[src/rtl/OmpSsManager.sv]
// ============================================================================
//  OmpSsManager : cmdin command codes, field positions, monitor enums
//  Rev 1.0 : initial release
// ============================================================================
`default_nettype none

package OmpSsManager;

    localparam logic [7:0] EXEC_TASK_CODE      = 8'h01;
    localparam logic [7:0] SETUP_HW_INST_CODE  = 8'h02;
    localparam logic [7:0] EXEC_PERI_TASK_CODE = 8'h05;
    localparam logic [7:0] HWR_CMDOUT_ID_BYTE  = 8'h11;

    // Header word layout
    localparam int CMD_CODE_L   = 0;
    localparam int CMD_NARGS_L  = 8;
    localparam int CMD_COMPF_L  = 16;
    localparam int CMD_DESTID_L = 32;

    // Task-id word: nonzero top byte marks an accelerator-created task
    localparam int TID_ACC_L = 56;

    localparam int ARG_FLAG_L    = 0;
    localparam int ARG_FLAG_H    = 7;
    localparam int FLAG_COPY_IN  = 4;
    localparam int FLAG_COPY_OUT = 5;

    typedef enum logic [3:0] {
        ERR_NONE         = 4'd0,
        ERR_BAD_CODE     = 4'd1,
        ERR_BAD_DESTID   = 4'd2,
        ERR_EARLY_LAST   = 4'd3,
        ERR_MISSING_LAST = 4'd4,
        ERR_ARG_IDX      = 4'd5,
        ERR_NARGS        = 4'd6,
        ERR_ACC_NOARGS   = 4'd7,
        ERR_COPY_IN      = 4'd8,
        ERR_COPY_OUT     = 4'd9,
        ERR_TDEST        = 4'd10
    } err_code_e;

    typedef enum logic [2:0] {
        ST_HEADER  = 3'd0,
        ST_TID     = 3'd1,
        ST_PTID    = 3'd2,
        ST_PERIOD  = 3'd3,
        ST_ARGFLAG = 3'd4,
        ST_ARG     = 3'd5,
        ST_DRAIN   = 3'd6
    } parser_state_e;

endpackage

`default_nettype wire

[src/rtl/cmdin_shadow_mem.sv]
// ============================================================================
//  cmdin_shadow_mem : per-(tdest, argIdx) last value / copy-out / valid table
//  Built only when COPY_OPT_CHECK_EN is defined.   Rev 1.0 : initial release
// ============================================================================
`default_nettype none

`ifdef COPY_OPT_CHECK_EN
module cmdin_shadow_mem #(
    parameter int ENTRIES = 240,
    parameter int ADDR_W  = $clog2(ENTRIES)
) (
    input  logic              clk,
    input  logic              rstn,
    input  logic [ADDR_W-1:0] rd_addr,
    output logic [63:0]       rd_value,
    output logic              rd_copy_out,
    output logic              rd_valid,
    input  logic              wr_en,
    input  logic [ADDR_W-1:0] wr_addr,
    input  logic [63:0]       wr_value,
    input  logic              wr_copy_out
);

    logic [63:0]        value_q    [ENTRIES];
    logic               copy_out_q [ENTRIES];
    logic [ENTRIES-1:0] valid_q;

    // Only the valid bits need reset; stale payload is masked by them
    always_ff @(posedge clk) begin
        if (!rstn) begin
            valid_q <= '0;
        end else if (wr_en) begin
            valid_q[wr_addr] <= 1'b1;
        end
    end

    always_ff @(posedge clk) begin
        if (wr_en) begin
            value_q[wr_addr]    <= wr_value;
            copy_out_q[wr_addr] <= wr_copy_out;
        end
    end

    assign rd_value    = value_q[rd_addr];
    assign rd_copy_out = copy_out_q[rd_addr];
    assign rd_valid    = valid_q[rd_addr];

endmodule
`endif

`default_nettype wire

[src/rtl/cmdin_stream_monitor.sv]
// ============================================================================
//  cmdin_stream_monitor : passive cmdin AXI-Stream command protocol checker
//  Optional copy-optimisation checks: COPY_OPT_CHECK_EN.  Rev 1.0 : initial
// ============================================================================
`default_nettype none

module cmdin_stream_monitor
    import OmpSsManager::*;
#(
    parameter int NUM_ACCS  = 16,
    parameter int ACC_BITS  = $clog2(NUM_ACCS),
    parameter int MAX_ARGS  = 15,
    parameter int ERR_CNT_W = 16
) (
    input  logic                 clk,
    input  logic                 rstn,
    input  logic [63:0]          cmdin_tdata,
    input  logic                 cmdin_tvalid,
    input  logic                 cmdin_tready,
    input  logic                 cmdin_tlast,
    input  logic [ACC_BITS-1:0]  cmdin_tdest,
    output logic [ACC_BITS-1:0]  dir_acc,
    output logic [3:0]           dir_arg,
    input  logic                 dir_in,
    input  logic                 dir_out,
    input  logic                 err_clr,
    output logic                 err_valid,
    output logic [3:0]           err_code,
    output logic [ACC_BITS-1:0]  err_dest,
    output logic [ERR_CNT_W-1:0] err_cnt,
    output logic [31:0]          cmd_cnt
);

    parser_state_e        state_q, state_d;
    logic [7:0]           code_q, code_d, nargs_q, nargs_d, compf_q, compf_d;
    logic [7:0]           flag_q, flag_d;
    logic [ACC_BITS-1:0]  tdest_q, tdest_d, dir_acc_q, dir_acc_d;
    logic                 acc_task_q, acc_task_d;
    logic [3:0]           arg_idx_q, arg_idx_d, dir_arg_q, dir_arg_d;
    logic                 err_valid_q, err_valid_d;
    err_code_e            err_code_q, err_code_d;
    logic [ACC_BITS-1:0]  err_dest_q, err_dest_d;
    logic [ERR_CNT_W-1:0] err_cnt_q, err_cnt_d;
    logic [31:0]          cmd_cnt_q, cmd_cnt_d;

    logic      w_beat, w_last, w_complete, w_sh_we, w_final;
    err_code_e w_err, w_copy_err;
    logic [7:0] w_hdr_code, w_hdr_nargs, w_arg_cnt;
    logic      w_hdr_legal;

    assign w_beat      = cmdin_tvalid & cmdin_tready;
    assign w_last      = cmdin_tlast;
    assign w_hdr_code  = cmdin_tdata[CMD_CODE_L +: 8];
    assign w_hdr_nargs = cmdin_tdata[CMD_NARGS_L +: 8];
    assign w_hdr_legal = (w_hdr_code == EXEC_TASK_CODE) || (w_hdr_code == EXEC_PERI_TASK_CODE) ||
                         (w_hdr_code == SETUP_HW_INST_CODE);
    assign w_arg_cnt   = {4'b0, arg_idx_q} + 8'd1;
    assign w_final     = (w_arg_cnt == nargs_q);

`ifdef COPY_OPT_CHECK_EN
    localparam int ENTRIES = NUM_ACCS * MAX_ARGS;
    localparam int ADDR_W  = $clog2(ENTRIES);

    logic [ADDR_W-1:0] w_sh_addr;
    logic [63:0]       w_rd_value;
    logic              w_rd_copy_out, w_rd_valid;

    assign w_sh_addr = ADDR_W'(32'(tdest_q) * 32'(MAX_ARGS) + 32'(arg_idx_q));

    cmdin_shadow_mem #(
        .ENTRIES (ENTRIES)
    ) u_shadow (
        .clk         (clk),
        .rstn        (rstn),
        .rd_addr     (w_sh_addr),
        .rd_value    (w_rd_value),
        .rd_copy_out (w_rd_copy_out),
        .rd_valid    (w_rd_valid),
        .wr_en       (w_sh_we),
        .wr_addr     (w_sh_addr),
        .wr_value    (cmdin_tdata),
        .wr_copy_out (flag_q[FLAG_COPY_OUT])
    );

    // Skipping the copy-in is only safe if the accelerator already holds this value
    always_comb begin
        w_copy_err = ERR_NONE;
        if (dir_in && !flag_q[FLAG_COPY_IN] && !(w_rd_valid && (w_rd_value == cmdin_tdata))) begin
            w_copy_err = ERR_COPY_IN;
        end else if (w_rd_valid && !w_rd_copy_out && dir_out && (w_rd_value != cmdin_tdata)) begin
            w_copy_err = ERR_COPY_OUT;
        end
    end

    assign dir_acc = dir_acc_q;
    assign dir_arg = dir_arg_q;

    logic unused_sink;
    assign unused_sink = ^{compf_q, flag_q};
`else
    assign w_copy_err = ERR_NONE;
    assign dir_acc    = '0;
    assign dir_arg    = '0;

    logic unused_sink;
    assign unused_sink = ^{compf_q, flag_q, cmdin_tdata[31:24], dir_acc_q, dir_arg_q,
                           dir_in, dir_out, w_sh_we};
`endif

    always_comb begin
        state_d    = state_q;
        code_d     = code_q;
        nargs_d    = nargs_q;
        compf_d    = compf_q;
        tdest_d    = tdest_q;
        acc_task_d = acc_task_q;
        arg_idx_d  = arg_idx_q;
        flag_d     = flag_q;
        dir_acc_d  = dir_acc_q;
        dir_arg_d  = dir_arg_q;
        w_err      = ERR_NONE;
        w_complete = 1'b0;
        w_sh_we    = 1'b0;

        if (w_beat) begin
            case (state_q)
                ST_HEADER: begin
                    code_d     = w_hdr_code;
                    nargs_d    = w_hdr_nargs;
                    compf_d    = cmdin_tdata[CMD_COMPF_L +: 8];
                    tdest_d    = cmdin_tdest;
                    acc_task_d = 1'b0;
                    arg_idx_d  = '0;
                    if (!w_hdr_legal)                                  w_err = ERR_BAD_CODE;
                    else if ((w_hdr_code != SETUP_HW_INST_CODE) &&
                             (cmdin_tdata[CMD_DESTID_L +: 8] != HWR_CMDOUT_ID_BYTE))
                                                                       w_err = ERR_BAD_DESTID;
                    else if (32'(w_hdr_nargs) > 32'(MAX_ARGS))         w_err = ERR_NARGS;
                    else if (32'(cmdin_tdest) >= 32'(NUM_ACCS))        w_err = ERR_TDEST;
                    else if (w_last)                                   w_err = ERR_EARLY_LAST;
                    state_d = ST_TID;
                end
                ST_TID: begin
                    acc_task_d = (cmdin_tdata[TID_ACC_L +: 8] != 8'd0);
                    if (acc_task_d && (code_q != EXEC_TASK_CODE))      w_err = ERR_BAD_CODE;
                    else if (code_q == SETUP_HW_INST_CODE) begin
                        if (!w_last) w_err = ERR_MISSING_LAST;
                        else         w_complete = 1'b1;
                    end else if (w_last)                               w_err = ERR_EARLY_LAST;
                    state_d = (code_q == SETUP_HW_INST_CODE) ? ST_HEADER : ST_PTID;
                end
                ST_PTID: begin
                    if (code_q == EXEC_PERI_TASK_CODE || nargs_q != 8'd0) begin
                        if (w_last) w_err = ERR_EARLY_LAST;
                        state_d = (code_q == EXEC_PERI_TASK_CODE) ? ST_PERIOD : ST_ARGFLAG;
                    end else begin
                        if (acc_task_q)   w_err = ERR_ACC_NOARGS;
                        else if (!w_last) w_err = ERR_MISSING_LAST;
                        else              w_complete = 1'b1;
                        state_d = ST_HEADER;
                    end
                end
                ST_PERIOD: begin
                    if (nargs_q != 8'd0) begin
                        if (w_last) w_err = ERR_EARLY_LAST;
                        state_d = ST_ARGFLAG;
                    end else begin
                        if (!w_last) w_err = ERR_MISSING_LAST;
                        else         w_complete = 1'b1;
                        state_d = ST_HEADER;
                    end
                end
                ST_ARGFLAG: begin
                    flag_d    = cmdin_tdata[ARG_FLAG_H:ARG_FLAG_L];
                    dir_acc_d = tdest_q;
                    dir_arg_d = arg_idx_q;
                    if (cmdin_tdata[63:32] != {28'b0, arg_idx_q}) w_err = ERR_ARG_IDX;
                    else if (w_last)                              w_err = ERR_EARLY_LAST;
                    state_d = ST_ARG;
                end
                ST_ARG: begin
                    arg_idx_d = arg_idx_q + 4'd1;
                    w_sh_we   = 1'b1;
                    if (w_copy_err != ERR_NONE) w_err = w_copy_err;
                    else if (w_final) begin
                        if (!w_last) w_err = ERR_MISSING_LAST;
                        else         w_complete = 1'b1;
                    end else if (w_last) w_err = ERR_EARLY_LAST;
                    state_d = w_final ? ST_HEADER : ST_ARGFLAG;
                end
                default: begin
                    if (w_last) state_d = ST_HEADER;
                end
            endcase

            if (w_err != ERR_NONE) begin
                state_d = w_last ? ST_HEADER : ST_DRAIN;
            end
        end
    end

    always_comb begin
        err_valid_d = err_valid_q;
        err_code_d  = err_code_q;
        err_dest_d  = err_dest_q;
        err_cnt_d   = err_cnt_q;
        cmd_cnt_d   = cmd_cnt_q;
        // A fresh error beats a simultaneous clear
        if (w_err != ERR_NONE) begin
            if (err_cnt_q != '1) err_cnt_d = err_cnt_q + ERR_CNT_W'(1);
            if (!err_valid_q || err_clr) begin
                err_valid_d = 1'b1;
                err_code_d  = w_err;
                err_dest_d  = cmdin_tdest;
            end
        end else if (err_clr) begin
            err_valid_d = 1'b0;
            err_code_d  = ERR_NONE;
            err_dest_d  = '0;
        end
        if (w_complete) cmd_cnt_d = cmd_cnt_q + 32'd1;
    end

    always_ff @(posedge clk) begin
        if (!rstn) begin
            state_q     <= ST_HEADER;
            code_q      <= '0;
            nargs_q     <= '0;
            compf_q     <= '0;
            tdest_q     <= '0;
            acc_task_q  <= 1'b0;
            arg_idx_q   <= '0;
            flag_q      <= '0;
            dir_acc_q   <= '0;
            dir_arg_q   <= '0;
            err_valid_q <= 1'b0;
            err_code_q  <= ERR_NONE;
            err_dest_q  <= '0;
            err_cnt_q   <= '0;
            cmd_cnt_q   <= '0;
        end else begin
            state_q     <= state_d;
            code_q      <= code_d;
            nargs_q     <= nargs_d;
            compf_q     <= compf_d;
            tdest_q     <= tdest_d;
            acc_task_q  <= acc_task_d;
            arg_idx_q   <= arg_idx_d;
            flag_q      <= flag_d;
            dir_acc_q   <= dir_acc_d;
            dir_arg_q   <= dir_arg_d;
            err_valid_q <= err_valid_d;
            err_code_q  <= err_code_d;
            err_dest_q  <= err_dest_d;
            err_cnt_q   <= err_cnt_d;
            cmd_cnt_q   <= cmd_cnt_d;
        end
    end

    assign err_valid = err_valid_q;
    assign err_code  = err_code_q;
    assign err_dest  = err_dest_q;
    assign err_cnt   = err_cnt_q;
    assign cmd_cnt   = cmd_cnt_q;

endmodule

`default_nettype wire
[config.mk]
export PLATFORM = sky130hd
export DESIGN_NAME = cmdin_stream_monitor
export DESIGN_NICKNAME = d
export VERILOG_FILES = /design/src/rtl/OmpSsManager.sv /design/src/rtl/cmdin_shadow_mem.sv /design/src/rtl/cmdin_stream_monitor.sv
export SDC_FILE = /design/constraint.sdc
export NUM_CORES = 1
export LEC_CHECK = 0
export CAP_MARGIN = 10
export CORE_MARGIN = 2
export CORE_UTILIZATION = 57
export DETAILED_ROUTE_END_ITERATION = 8
export DONT_BUFFER_PORTS = 1
export PLACE_DENSITY = 0.75
export SLEW_MARGIN = 20
export SYNTH_ARGS = -nofsm -noshare
export SYNTH_HDL_FRONTEND = slang
export SYNTH_SLANG_ARGS = --single-unit
[constraint.sdc]
create_clock -name clk -period 2.7 [get_ports clk]
set_input_delay 0.135 -clock clk [delete_from_list [all_inputs] [get_ports clk]]
set_output_delay 0.135 -clock clk [all_outputs]
set_load 0.1 [all_outputs]
# ---- Word-level counts from Yosys, hierarchy flattened
# Index checks and enable logic that the tools add are counted.
dict set report word_totals {
  register_bits 81
  input_bits 76
  output_inout_bits 65
  elab_cells 98
}
dict set report classes {
  reduce_logical 22
  mux 43
  n_bitwise 1
  order_cmp 1
  n_addsub 4
  eq_ne 17
}
# op count
set op_table {}
lappend op_table {{2-to-1 mux 4 bit} 11}
lappend op_table {{2-to-1 mux 3 bit} 14}
lappend op_table {{adder 32 x 1 -> 32 bit, second input constant} 1}
lappend op_table {{!= test 32 x 4 -> 1 bit} 1}
lappend op_table {{one-hot mux 4 bit (6 select lines)} 1}
lappend op_table {{nonzero test 8 bit} 3}
lappend op_table {{one-hot mux 3 bit (6 select lines)} 1}
lappend op_table {{adder 16 x 1 -> 16 bit, second input constant} 1}
lappend op_table {{== test 8 x 2 -> 1 bit, second input constant} 2}
lappend op_table {{== test 8 x 3 -> 1 bit, second input constant} 2}
lappend op_table {{!= test 16 bit, second input constant} 1}
lappend op_table {{AND reduction 2 bit} 6}
lappend op_table {{2-to-1 mux 1 bit} 11}
lappend op_table {{== test 5 x 8 -> 1 bit} 1}
lappend op_table {{== test 8 x 1 -> 1 bit, second input constant} 1}
lappend op_table {{> comparator 8 x 4 -> 1 bit, second input constant} 1}
lappend op_table {{!= test 8 x 1 -> 1 bit, second input constant} 1}
lappend op_table {{!= test 8 x 2 -> 1 bit, second input constant} 1}
lappend op_table {{!= test 8 x 5 -> 1 bit, second input constant} 1}
lappend op_table {{one-hot mux 4 bit (2 select lines)} 1}
lappend op_table {{nonzero test 4 bit} 2}
lappend op_table {{== test 3 x 2 -> 1 bit, second input constant} 2}
lappend op_table {{== test 3 bit, second input constant} 2}
lappend op_table {{nonzero test 2 bit} 3}
lappend op_table {{12 further kinds} 17}

# ---- Depth between registers and ports, before layout
# Gate-level depths: netlist of the first run.
dict set report logic_depth {
  word_depth 10
  depth_mapped 11
  ltp_nobuf 9
}

# ---- Worst setup path after synthesis of the first run
# No wires, ideal clock.
dict set report synth_path {
  kind {register -> register}
  startpoint {reg err_cnt_q[2] (netlist: err_cnt[2])}
  endpoint {reg err_cnt_q[3] (netlist: err_cnt[3])}
  arrival_ps 2893
  path_buffers 2
  setup_time_ps 115
  period_less_slack_ps 3008
  required_ps 2585
  stages_incl_launch_ff 10
  slack_ps -308
  path_cell_list {dfxtp_1 > and4_1 > and3_1 > and3_1 > nand2_1 > nor3_1 > clkbuf_1 > clkbuf_1 > nor4_1 > o21a_1}
}
dict set report synth_via {
  elab_chain_cells 2
  elab_cells_between_ends 3
  classes_between {add/sub: 1; eq/ne: 1; reduce/logical: 1}
}
# element line
set synth_rtl {}
lappend synth_rtl {{start: declaration} cmdin_stream_monitor.sv:43} ;# logic [ERR_CNT_W-1:0] err_cnt_q, err_cnt_d;
lappend synth_rtl {{start signal: assignment} cmdin_stream_monitor.sv:255} ;# err_cnt_q <= err_cnt_d;
lappend synth_rtl {{parallel branches: the longest is 2 deep, another holds adder 16 x 1 -> 16 bit} -}
# Parallel ways; which one is timed is not known.
# A chain may end at the register's enable or synchronous reset.

# ---- Final worst setup path of the first run
dict set report layout_path {
  startpoint {reg arg_idx_q[3]}
  endpoint {reg err_cnt_q[2] (netlist: err_cnt[2])}
}
dict set report layout_via {
  elab_chain_cells 8
  elab_cells_between_ends 10
  classes_between {add/sub: 1; eq/ne: 2; mux: 5; reduce/logical: 2}
}
# element line
set layout_rtl {}
lappend layout_rtl {{start: declaration} cmdin_stream_monitor.sv:39} ;# logic [3:0] arg_idx_q, arg_idx_d, dir_arg_q, dir_arg_d;
lappend layout_rtl {{start signal: assignment} cmdin_stream_monitor.sv:248} ;# arg_idx_q <= arg_idx_d;
lappend layout_rtl {{adder 4 x 1 -> 5 bit} cmdin_stream_monitor.sv:57} ;# assign w_arg_cnt = {4'b0, arg_idx_q} + 8'd1;
lappend layout_rtl {{== test 5 x 8 -> 1 bit} cmdin_stream_monitor.sv:58} ;# assign w_final = (w_arg_cnt == nargs_q);
lappend layout_rtl {{2-to-1 mux 4 bit} cmdin_stream_monitor.sv:185} ;# else if (w_final) begin
lappend layout_rtl {{one-hot mux 4 bit (6 select lines) *} cmdin_stream_monitor.sv:126} ;# case (state_q)
lappend layout_rtl {{2-to-1 mux 4 bit * (2 in a row)} cmdin_stream_monitor.sv:125} ;# if (w_beat) begin
lappend layout_rtl {{nonzero test 4 bit *} cmdin_stream_monitor.sv:209} ;# if (w_err != ERR_NONE) begin
lappend layout_rtl {{AND reduction 2 bit (no source line) *} -}
# Mark *: on every way between the ends. The rest lies on a longest branch, timed or not. The select of a mux whose other input is x is not followed.

==> results of run 1 <==
[per-layer routing]
metal | global-route usage [%] | vias up | wire, um
met1 | 33.3 | 2028 | 4810
met3 | 4.90 | 16 | 731
met4 | 9.34 | 0 | 167
li1 | - | 2114 | -
met2 | 46.1 | 158 | 5420
met5 | 0 | - | 0
[flip-flops by register name (all words and copies together) (netlist names)]
name and flops:
err_code 3, code_q 8, err_dest 4, err_valid 1
nargs_q 8, state_q 3, acc_task_q 1, arg_idx_q 4
cmd_cnt 32, err_cnt 16
[stage by stage]
step	instance area (sq um)	setup TNS [ns]	hold WS, ns	power [W]	setup slack [ns]
after floorplan	4370	-0.00116	0.261	0.00155	-0.00116
after global placement	4920	0	0.255	0.00161	0.0446
after detailed placement	4920	-0.0492	0.259	0.00161	-0.0193
after CTS	5390	0	0.0291	0.00267	0.0222
after global routing	5470	-0.0306	0.0353	0.00277	-0.0103
final	5470	0	0.0415	0.00266	0.0856
[final cells by class]
type	count	area [sq um]
multi-input cells	416	2610
fillers	565	1820
flip-flops and latches	80	1620
repair buffers	103	838
clock buffers	9	124
well taps	99	124
clock inverters	7	109
inverters	13	50.0
[worst max path at each step]
| stage | end | cells past startpoint |
|---|---|---|
| 2_1_floorplan | err_cnt[3] | 8 |
| 3_3_place_gp | err_dest[0] | 10 |
| 3_5_place_dp | err_dest[1] | 10 |
| 4_1_cts | err_cnt[2] | 9 |
| 5_1_grt | err_cnt[14] | 9 |
| 6_report | err_cnt[2] | 9 |
[synthesized netlist by cell type (all sizes together) (3+ instances only)]
cell type	count	share of area, %
clkbuf	20	1.7
mux2i	5	1.2
or4	7	1.3
ha	3	0.87
o31ai	9	1.7
and4	4	0.81
nand2	75	6.5
nor2	48	4.2
nand3	24	2.8
nor4b	5	1.3
buf	17	2.7
inv	13	1.1
a21oi	42	4.9
and3	10	1.4
a22o	8	1.6
o311ai	7	2.2
o41ai	4	0.81
dfxtp	80	37
nor3	23	3.0
xnor2	29	5.9
or3	11	1.6
nor4	16	2.5
nand2b	9	1.3
o21ai	18	2.1
o311a	3	0.69
nand4	9	1.3
nand4b	3	0.61
[logic make-up after synthesis]
family                   count (synthesis)  synth area share, %
XOR/XNOR                                30                 6.07
buffers and inverters                   50                 5.52
other                                    1               0.0866
flip-flops                              80                 37.0
multiplexers                             5                 1.16
AO/OA/AOI/OAI                          112                 18.3
adder cells (fa/ha/maj)                  3                0.867
AND/OR/NAND/NOR                        257                 31.1
[cell usage in the layout (no fill, tap or decap), types with 12 or more instances in the layout]
cell / n
xnor2_1: 28
a21oi_1: 41
o21ai_0: 18
inv_1: 12
nand2_1: 75
nor2_1: 48
dfxtp_2: 15
dlygate4sd3_1: 21
dfxtp_1: 64
nor3_1: 18
nand3_1: 24
nor4_1: 15
buf_4: 81
[repair_timing]
item / in CTS / in global routing
hold buffers: 21 / 0
gates resized for setup: 3 / 19
setup buffers: 1 / 1
endpoints found under the setup margin: 7 / 21
pin swaps: 2 / 6
endpoints found under the hold margin: 32 / 0
[report_power, final]
part	internal [W]	switching [W]
logic	0.000136	0.000274
registers	0.00120	0.0000223
clock network	0.000544	0.000486
total	0.00188	0.000782
==> results.toml, run 1 <==
[status]
status = "finished, final reports clean"

[clocking]
cts_sinks = 80
clockBufferDepth = 2
cts.reportedPaths.clkPinSlew_ns = 0.09
clk_latency_ns = 0.36
h-tree-depth = 3
ctsRootBufferMaster = "clkbuf_8"
cts_tree = "built"
numCtsBuffers = 9

[worst_hold_path]
holdPathEnd = "err_valid"
min_from = "err_clr"
holdPathStages = 2
worstHoldPathType = "in2reg"

[detailed_routing]
wl_per_cell_um = 15.3
drc_errors = 0
ant_nets = 0
totalWireLength_um = 11100
drt_iter0_markers = 196
vias = 4316
drt-pass1-iter-count = 5
vias_per_cell = 5.94

[setup_path]
path_cells = "xnor2_2, and3b_2, o32ai_4, o31ai_4, o311ai_4, nor3_4, buf_12, or4_1, a21oi_1"
crit_required_ns = 2.95
critPathMaxStageDelay_ns = 0.51
rr_endpoint = "err_cnt[2]"
slowest_stage = "or4_1"
startpoint = "arg_idx_q[3]"
critPathArrivalTime_ns = 2.87
worstSetupPathType = "reg2reg"
crit_buf_inv = 1
start_kind = "flop"
r2r-start = "arg_idx_q[3]"
rr_worst_depth = 9
r2r_slack_ns = 0.09
path_delay_family = "compound AO/OA/AOI/OAI gates"
cp-end-kind = "flop"
cp_max_fo = 34

[die]
die_w_um = 91.2
boundaryPins = 141
start_util_pct = 59.4
rows = 31
dieArea_sq_um = 8310
die_h_um = 91.2
core_sq_um = 7290

[grt]
grt_antenna_before_repair = 0
grt_pass1_wl_um = 18300
grt_max_degree = 63
grt_use_total_pct = 26.7
grt_pass1_vias = 4085
overflow = 0

[sta]
tightest_slew_ns = 0.855
hold_viol_final = 0
max_clock_freq_mhz = 382
fin_crit_ns = 2.61
slew-limit-headroom_pct = 42.9
slew_viol_final = 0
fin_crit_sh_pct = 96.8
fin_skew_ns = 0.0181
finalSetupViolations = 0

[synthesis]
synthCells = 538
synthArstFlopShare_pct = 0
synth_cell_types = 69
yosys_warnings = 0
syn_area_per_cell_sq_um = 8.05
yosys_most_used_dff = "dfxtp_1"
synth-edff-count = 0
synth-seq-cells = 80
syn_area_sq_um = 4330
yosysSeqAreaShare_pct = 37.0

[final_layout]
final_cells = 727
diodes = 0
area_growth_pct = 26.4
drive_above_1_share_pct = 22.0
nets = 702
utilization_pct = 75.1

[place]
dpl.cell_count = 688
hpwl_um = 7840
routabilityCongestion = 0.905
port_buffers = 0

[pwr]
pwr_density_cell_nw_per_um2 = 487
leakage_nw = 1.97
ir_drop_mv = 0.410

[flow_run]
maxCapViolCount = 0
Power figures use the tool's default switching activity.
==> run 2, diff against run 1 <==
- CORE_ASPECT_RATIO: default -> 1.5
==> results.toml, run 2 (synthesis results as in run 1) <==
[detailed_routing]
ant_nets = 0
wl_per_cell_um = 16.9
drt-pass1-iter-count = 5
vias = 4446
drt_iter0_markers = 349
drc_errors = 0
totalWireLength_um = 12500
vias_per_cell = 6.01

[worst_hold_path]
worstHoldPathType = "in2reg"
min_from = "err_clr"
holdPathEnd = "err_valid"
holdPathStages = 2

[pwr]
leakage_nw = 2.05
seqPwrFrac_pct = 48.4
pwr-share-clk_pct = 32.9
power_w = 0.00253
switching_share_pct = 31.4
combPwrFrac_pct = 18.7
p_switching_w = 0.000795
pwr_density_cell_nw_per_um2 = 448
internal-power_w = 0.00174
ir_drop_mv = 0.472

[die]
die_h_um = 111
rows = 38
dieArea_sq_um = 8330
core_sq_um = 7320
die_w_um = 75.2
boundaryPins = 141
start_util_pct = 59.2

[clocking]
h-tree-depth = 3
clockBufferDepth = 2
cts_sinks = 80
cts_tree = "built"
numCtsBuffers = 9
clk_latency_ns = 0.38
cts.reportedPaths.clkPinSlew_ns = 0.08
ctsRootBufferMaster = "clkbuf_8"

[grt]
overflow = 0
grt_antenna_before_repair = 0
grt_use_total_pct = 28.3
grt_max_degree = 63
grt_pass1_vias = 4359
grt_pass1_wl_um = 18900

[sta]
fin_hold_ws_ns = 0.0217
grt_setup_unrepaired = "yes"
slew-limit-headroom_pct = 27.1
fin_setup_tns_ns = 0
tightest_slew_ns = 1.09
fin_crit_sh_pct = 98.9
hold_viol_final = 0
slew_viol_final = 0
max_clock_freq_mhz = 375
finalSetupViolations = 0
fin_crit_ns = 2.67
fin_skew_ns = 0.00960

[setup_path]
crit_buf_inv = 2
path_delay_family = "compound AO/OA/AOI/OAI gates"
rr_endpoint = "state_q[1]"
r2r-start = "code_q[1]"
cp-end-kind = "flop"
critPathMaxStageDelay_ns = 0.40
r2r_slack_ns = 0.03
crit_required_ns = 2.91
critPathArrivalTime_ns = 2.88
startpoint = "code_q[1]"
path_cells = "nor4b_4, buf_4, a221oi_1, a21oi_1, o311a_1, o311ai_4, nor3_4, clkbuf_16, mux2i_1, o22ai_1"
worstSetupPathType = "reg2reg"
cp_max_fo = 5
rr_worst_depth = 10
slowest_stage = "nor3_4"
start_kind = "flop"

[place]
hpwl_um = 8090
dpl.cell_count = 693
routabilityCongestion = 0.887
port_buffers = 0

[final_layout]
diodes = 0
largest_reg_flops = 32
final_common_cell = "buf_4"
final_cells = 740
drive_above_1_share_pct = 25.2
utilization_pct = 77.2
area_growth_pct = 30.4
nets = 714
layout_common_cells = "buf_4, nand2_1, dfxtp_1"

[status]
status = "finished, final reports clean"

[flow_run]
maxCapViolCount = 0
-- run 2: cell types whose count changed in the layout (fill, tap and decap cells not counted), sizes merged --
cell      delta
clkinvlp     +3
inv          -4
buf         +10
clkinv       +2
clkbuf       +3
bufinv       -2
-- run 2: how the worst max path moves through the flow --
stage	to	cells after the start
after CTS	err_cnt[14]	9
final	state_q[1]	10
after floorplan	err_cnt[3]	8
after global placement	err_cnt[2]	10
after global routing	state_q[1]	10
after detailed placement	err_cnt[14]	10
-- run 2: final cells by class --
cell class,count,area [sq um]
fill,530,1670
clock inverter,6,45.0
timing repair buffer,115,983
clock buffer,10,138
inverter,13,48.8
tap,100,125
sequential,80,1620
multi-input combinational,416,2690
-- run 2: power groups by stage --
| stage | Clock (W) | Sequential [W] | Combinational, W |
|---|---|---|---|
| final | 0.000833 | 0.00122 | 0.000473 |
| after detailed placement | 0 | 0.00125 | 0.000363 |
| after global routing | 0.000882 | 0.00123 | 0.000501 |
| after global placement | 0 | 0.00125 | 0.000358 |
| after floorplan | 0 | 0.00130 | 0.000252 |
| after CTS | 0.000834 | 0.00122 | 0.000397 |
-- run 2: per-stage QoR --
stage	instance area (sq um)	setup WS (ns)
detailed placement	4950	-0.0692
CTS	5360	0.00110
finish	5650	0.0298
global route	5650	-0.165
floorplan	4370	-0.00116
global placement	4950	0.0877
-- run 2: what timing repair did --
action,in CTS,in global routing
pin swaps,2,12
setup endpoints to repair,10,40
buffers inserted,1,6
endpoints found under the hold margin,32,0
resized for setup,2,36
hold buffers,21,0
cloned,0,3
-- run 2: routing by layer --
metal / part of all wire, % / vias to the layer above / track usage (%)
li1: - / 2131 / -
met1: 36 / 2092 / 29.2
met2: 54 / 174 / 50.2
met3: 6.8 / 49 / 7.82
met4: 3.8 / 0 / 13.9
met5: 0 / - / 0
